[config.mk]
export PLATFORM = sky130hd
export DESIGN_NAME = sha256_digest_serializer
export DESIGN_NICKNAME = d
export VERILOG_FILES = /design/src/rtl/sha_ser_pkg.sv /design/src/rtl/sha_ser_fifo.sv /design/src/rtl/sha256_digest_serializer.sv
export SDC_FILE = /design/constraint.sdc
export NUM_CORES = 1
export LEC_CHECK = 0
export CAP_MARGIN = 30
export CORE_MARGIN = 4
export CORE_UTILIZATION = 48
export CTS_BUF_LIST = sky130_fd_sc_hd__clkbuf_4 sky130_fd_sc_hd__clkbuf_8 sky130_fd_sc_hd__clkbuf_16
export DETAILED_ROUTE_END_ITERATION = 16
export PLACE_DENSITY = 0.67
export SYNTH_ARGS = -nofsm -noshare
export SYNTH_HDL_FRONTEND = slang
export SYNTH_HIERARCHICAL = 1
export SYNTH_SLANG_ARGS = --single-unit
[constraint.sdc]
create_clock -name clk -period 18.55 [get_ports clk]
set_clock_uncertainty 0.15 [all_clocks]
set_input_delay 2.7825 -clock clk [delete_from_list [all_inputs] [get_ports clk]]
set_output_delay 2.7825 -clock clk [all_outputs]
set_load 0.1 [all_outputs]
[src/rtl/sha_ser_pkg.sv]
// Shared types and frame geometry for the SHA-256 digest serializer.
// Build option: SHA_SER_LEN_HDR_EN prefixes each frame with an 8-byte
// big-endian length header.
package sha_ser_pkg;

  localparam int DIGEST_BYTES  = 32;
  localparam int LEN_HDR_BYTES = 8;

`ifdef SHA_SER_LEN_HDR_EN
  localparam int FRAME_BYTES = DIGEST_BYTES + LEN_HDR_BYTES;
`else
  localparam int FRAME_BYTES = DIGEST_BYTES;
`endif

  // Width of the byte index; large enough for either frame size.
  localparam int IDX_W = 6;

  typedef struct packed {
    logic [31:0]  id;
    logic [60:0]  len;
    logic [255:0] sha;
  } sha_rec_t;

  typedef enum logic {
    ST_IDLE = 1'b0,
    ST_SEND = 1'b1
  } ser_state_e;

  function automatic int frame_bytes();
    return FRAME_BYTES;
  endfunction

endpackage

[src/rtl/sha_ser_fifo.sv]
// Result FIFO for the digest serializer. Holds sha_rec_t entries; a write
// into a full FIFO is only accepted when a read happens in the same cycle.
module sha_ser_fifo
  import sha_ser_pkg::*;
#(
  parameter int DEPTH = 4
) (
  input  logic                   clk,
  input  logic                   rst,
  input  logic                   wr_en,
  input  sha_rec_t               wr_data,
  input  logic                   rd_en,
  output sha_rec_t               rd_data,
  output logic                   full,
  output logic                   empty,
  output logic [$clog2(DEPTH):0] count
);

  localparam int AW = $clog2(DEPTH);

  sha_rec_t        mem_q [DEPTH];
  logic [AW-1:0]   wr_ptr_q, wr_ptr_d;
  logic [AW-1:0]   rd_ptr_q, rd_ptr_d;
  logic [AW:0]     count_q, count_d;
  logic            wr_ok, rd_ok;

  assign empty   = (count_q == '0);
  assign full    = (count_q == (AW+1)'(DEPTH));
  assign count   = count_q;
  assign rd_data = mem_q[rd_ptr_q];

  // Qualify requests and compute next pointers/occupancy.
  always_comb begin
    rd_ok    = rd_en && !empty;
    wr_ok    = wr_en && (!full || rd_ok);
    wr_ptr_d = wr_ok ? wr_ptr_q + AW'(1) : wr_ptr_q;
    rd_ptr_d = rd_ok ? rd_ptr_q + AW'(1) : rd_ptr_q;
    case ({wr_ok, rd_ok})
      2'b10:   count_d = count_q + (AW+1)'(1);
      2'b01:   count_d = count_q - (AW+1)'(1);
      default: count_d = count_q;
    endcase
  end

  // Pointer and occupancy registers.
  always_ff @(posedge clk or posedge rst) begin
    if (rst) begin
      wr_ptr_q <= '0;
      rd_ptr_q <= '0;
      count_q  <= '0;
    end else begin
      wr_ptr_q <= wr_ptr_d;
      rd_ptr_q <= rd_ptr_d;
      count_q  <= count_d;
    end
  end

  // Storage array; contents are don't-care until written, so no reset.
  always_ff @(posedge clk) begin
    if (wr_ok) begin
      mem_q[wr_ptr_q] <= wr_data;
    end
  end

endmodule

[src/rtl/sha256_digest_serializer.sv]
// Buffers SHA-256 results and re-emits each as a byte stream frame,
// digest MSB byte first, tlast on the final byte.
// Build option: SHA_SER_LEN_HDR_EN adds an 8-byte length header per frame.
//
// state   | meaning
// --------+-----------------------------------------------
// IDLE    | shift register empty, waiting for a buffered result
// SEND    | frame loaded, presenting bytes on m_tdata
module sha256_digest_serializer
  import sha_ser_pkg::*;
#(
  parameter int DEPTH = 4
) (
  input  logic                   clk,
  input  logic                   rst,
  input  logic                   ivalid,
  input  logic [31:0]            iid,
  input  logic [60:0]            ilen,
  input  logic [255:0]           isha,
  output logic                   m_tvalid,
  input  logic                   m_tready,
  output logic                   m_tlast,
  output logic [31:0]            m_tid,
  output logic [7:0]             m_tdata,
  output logic                   overflow,
  output logic [15:0]            drop_cnt,
  output logic [$clog2(DEPTH):0] fifo_level
);

  localparam int SW = FRAME_BYTES * 8;
  localparam logic [IDX_W-1:0] LAST_IDX = IDX_W'(FRAME_BYTES - 1);

  ser_state_e       state_q, state_d;
  logic [SW-1:0]    shift_q, shift_d;
  logic [31:0]      tid_q, tid_d;
  logic [IDX_W-1:0] idx_q, idx_d;
  logic             tvalid_q, tvalid_d;
  logic             overflow_q, overflow_d;
  logic [15:0]      drop_cnt_q, drop_cnt_d;

  sha_rec_t         wr_rec;
  sha_rec_t         head;
  logic [SW-1:0]    head_frame;
  logic             fifo_full, fifo_empty, fifo_push, fifo_pop;
  logic             handshake, at_last, drop;

  assign wr_rec.id  = iid;
  assign wr_rec.sha = isha;
`ifdef SHA_SER_LEN_HDR_EN
  assign wr_rec.len = ilen;
  assign head_frame = {3'b000, head.len, head.sha};
`else
  // Length is not part of the frame; tie it off so the FIFO bits vanish.
  logic len_unused;
  assign wr_rec.len = '0;
  assign head_frame = head.sha;
  assign len_unused = ^{ilen, head.len};
`endif

  assign handshake = tvalid_q && m_tready;
  assign at_last   = (idx_q == LAST_IDX);
  // A result is only lost when the FIFO is full and nothing leaves this cycle.
  assign fifo_push = ivalid && (!fifo_full || fifo_pop);
  assign drop      = ivalid && fifo_full && !fifo_pop;

  sha_ser_fifo #(.DEPTH(DEPTH)) u_fifo (
    .clk     (clk),
    .rst     (rst),
    .wr_en   (fifo_push),
    .wr_data (wr_rec),
    .rd_en   (fifo_pop),
    .rd_data (head),
    .full    (fifo_full),
    .empty   (fifo_empty),
    .count   (fifo_level)
  );

  // Frame FSM: load from FIFO, shift a byte per handshake, reload without a bubble.
  always_comb begin
    state_d  = state_q;
    shift_d  = shift_q;
    tid_d    = tid_q;
    idx_d    = idx_q;
    tvalid_d = tvalid_q;
    fifo_pop = 1'b0;
    case (state_q)
      ST_IDLE: begin
        if (!fifo_empty) begin
          fifo_pop = 1'b1;
          shift_d  = head_frame;
          tid_d    = head.id;
          idx_d    = '0;
          tvalid_d = 1'b1;
          state_d  = ST_SEND;
        end
      end
      ST_SEND: begin
        if (handshake) begin
          if (at_last) begin
            if (!fifo_empty) begin
              fifo_pop = 1'b1;
              shift_d  = head_frame;
              tid_d    = head.id;
              idx_d    = '0;
            end else begin
              shift_d  = '0;
              idx_d    = '0;
              tvalid_d = 1'b0;
              state_d  = ST_IDLE;
            end
          end else begin
            shift_d = {shift_q[SW-9:0], 8'h00};
            idx_d   = idx_q + IDX_W'(1);
          end
        end
      end
      default: state_d = ST_IDLE;
    endcase
  end

  // Sticky overflow flag and saturating drop counter.
  always_comb begin
    overflow_d = overflow_q | drop;
    drop_cnt_d = drop_cnt_q;
    if (drop && (drop_cnt_q != 16'hFFFF)) begin
      drop_cnt_d = drop_cnt_q + 16'd1;
    end
  end

  // State, datapath and status registers.
  always_ff @(posedge clk or posedge rst) begin
    if (rst) begin
      state_q    <= ST_IDLE;
      shift_q    <= '0;
      tid_q      <= '0;
      idx_q      <= '0;
      tvalid_q   <= 1'b0;
      overflow_q <= 1'b0;
      drop_cnt_q <= '0;
    end else begin
      state_q    <= state_d;
      shift_q    <= shift_d;
      tid_q      <= tid_d;
      idx_q      <= idx_d;
      tvalid_q   <= tvalid_d;
      overflow_q <= overflow_d;
      drop_cnt_q <= drop_cnt_d;
    end
  end

  assign m_tvalid = tvalid_q;
  assign m_tlast  = tvalid_q && at_last;
  assign m_tid    = tid_q;
  assign m_tdata  = shift_q[SW-1 -: 8];
  assign overflow = overflow_q;
  assign drop_cnt = drop_cnt_q;

endmodule

==> results.toml <==
[floorplan]
ios = 415
initial_utilization = 0.4829
row_count = 125
die_x_um = 349.5
coreArea_mm2 = 0.1159
die_h_um = 349.5
die-area_mm2 = 0.1221

[pwr]
powerDensity_mw_per_mm2 = 146.3
p_leak_uw = 0.02349
p_total_uw = 9751
peakVddDrop_mv = 0.1291

[setup_path]
worst-path-buf-inv = 6
worstPathCellList = "clkdlybuf4s50_1 -> nand4bb_1 -> nor2_1 -> nor2_4 -> buf_4 -> a21boi_0 -> buf_2 -> o21a_4 -> and2_4 -> buf_16 -> buf_4 -> buf_4"
cp_data_required_time_ns = 18.76
crit_path_end_kind = "flop"
cp_slowest_cell = "buf_4"
worstPathArrival_ns = 7.53
startpoint_type = "primary input"
path_class = "in -> reg"
crit_fanout = 60
r2r_slack_ns = 13.00
regToRegStartpoint = "u_fifo/count[0]"
reg2regPathDepth = 12
path_common_cell = "buf_4"
worst_r2r_endpoint = "u_fifo/mem_q[0][127]"
crit_family = "buffers and inverters"
max_stage_delay_ns = 0.82

[worst_hold_path]
worst_hold_path_type = "reg -> reg"
whs_endpoint = "m_tid[18]"
min-delay-start = "m_tid[18]"
holdPathStages = 2

[cts]
cts_sinks = 1472
cts_made_buffers = 151
cts_tree = "done"
cts_max_level = 4
cts_setup_buffers = 0
cts.clk_slew.worst_paths_ns = 0.06
cts.path.max_buffers = 3
cts.repair.resized = 0
root_buffer = "clkbuf_16"
clk-insertion-delay-late_ns = 0.75
hold_buffers = 0

[finish]
final_area_mm2 = 0.06664
area_growth_syn_to_layout_pct = 19.08
instances_no_fill = 5000
nFillCells = 8476
fin_nets = 3675
regArea_mm2 = 0.04261
drive_above_1_share = 0.2239
multi_input_area_mm2 = 0.01230

[route]
wl_per_cell_um = 24.52
first_iter_violations = 2477
wl_um = 122600
via_per_inst = 5.600
drc = 0
vias = 28000
detail-route-antenna-nets = 0
firstDrtPassIters = 5

[global_routing]
grt_pass1_wl_um = 188000
grt_pass1_vias = 29556
antenna_found_initial = 46
grt_max_degree = 137
globalRouteTotalUtil = 0.2036
grt-ovfl-total = 0

[placement]
gp_congestion = 0.7969
port_buffers = 353
placedCellCount = 4681
dpl.hpwl_um = 71560
dpl_cell_area_mm2 = 0.06120

[yosys]
yosysWarningCount = 6
avgSynthCellArea_um2 = 19.16
syn_inst = 2921
synthesis.area_mm2 = 0.05596
synth_fp_nets = 3281

[timing]
slew_violations = 0
fin_hold_ws_ns = 0.3171
fin_crit_sh = 0.3950
hold_viol = 0
min_period_ns = 7.327
setup_viol = 0
clock.fmax_ghz = 0.1365
worst_pin_slew_ns = 1.115
slew_headroom = 0.2565
rsz0062_at_grt = "false"
setup_tns_ns = 0

[run_status]
outcome = "complete, no violations"

[job]
maxCapViolCount = 0
## power by group
group / total, uW / leakage, uW / switching [uW] / internal (uW)
Sequential: 4600 / 0.0148 / 289 / 4310
Combinational: 2030 / 0.00609 / 1200 / 832
Clock: 3120 / 0.00262 / 1250 / 1870
## worst register-to-register path, cell delays in order (launching register included)
cell	delay, ns
dfrtp_1	0.47
nor3_1	0.10
buf_4	0.18
nor2_1	0.39
nor2_4	0.06
buf_4	0.29
a21boi_0	0.45
buf_2	0.27
o21a_4	0.20
and2_4	0.50
buf_16	0.30
buf_4	0.83
buf_4	0.87
## stage by stage
| step | util | worst slack [ns] |
|---|---|---|
| after floorplan | - | 6.960 |
| after global placement | 0.5243 | 9.907 |
| after detailed placement | 0.5281 | 10.03 |
| after CTS | 0.5734 | 10.84 |
| after global routing | 0.5745 | 10.93 |
| final | 0.5750 | 11.22 |
## placed cells by master (no fill, tap or decap), drive strengths merged, types with 4 or more instances in the layout
cell and count:
nand4 9, xor2 4, inv 16, a21oi 5
buf 59, clkbuf 201, a22oi 246, nand3 11
ha 6, o21ai 6, clkinvlp 5, clkdlybuf4s50 353
and2 6, nand2 600, edfxtp 1152, nand2b 4
bufinv 16, mux4 288, nor2 19, dfrtp 320
xnor2 17, diode 32, a22o 11, clkinv 55
## routing by layer
| layer | part of all wire | up-vias | global-route usage | wire length, um |
|---|---|---|---|---|
| met3 | 0.073 | 184 | 0.05264 | 8946 |
| met5 | 0.0012 | - | 0 | 141 |
| met2 | 0.49 | 776 | 0.3257 | 60090 |
| li1 | - | 12290 | - | - |
| met1 | 0.42 | 14730 | 0.2830 | 51240 |
| met4 | 0.018 | 20 | 0.05247 | 2179 |
## flip-flops by register name, summed over array words and instances (netlist names), 2 cells and up
name	count
u_fifo/mem_q	1152
u_fifo/count	3
drop_cnt	16
u_fifo/rd_ptr_q	2
u_fifo/wr_ptr_q	2
idx_q	6
shift_q	256
m_tid	32
## how the worst max path moves through the flow
stage                   from                    to  slack (ns)  cells after the start
detailed placement  m_tready  u_fifo/mem_q[0][128]       10.03                     11
global placement    m_tready  u_fifo/mem_q[0][136]        9.91                     10
CTS                 m_tready  u_fifo/mem_q[0][128]       10.84                     11
global route        m_tready  u_fifo/mem_q[0][127]       10.93                     12
floorplan                rst           drop_cnt[0]        6.96                      1
finish              m_tready  u_fifo/mem_q[0][127]       11.22                     12
## layout make-up
class / count / area share
diodes: 32 / 0.001202
flip-flops and latches: 1472 / 0.6394
inverters: 11 / 0.0008449
clock buffers: 201 / 0.06444
clock inverters: 81 / 0.01434
multi-input cells: 1267 / 0.1845
repair buffers: 412 / 0.06665
well taps: 1524 / 0.02861
Note: power is estimated with default switching activity, not from simulation.
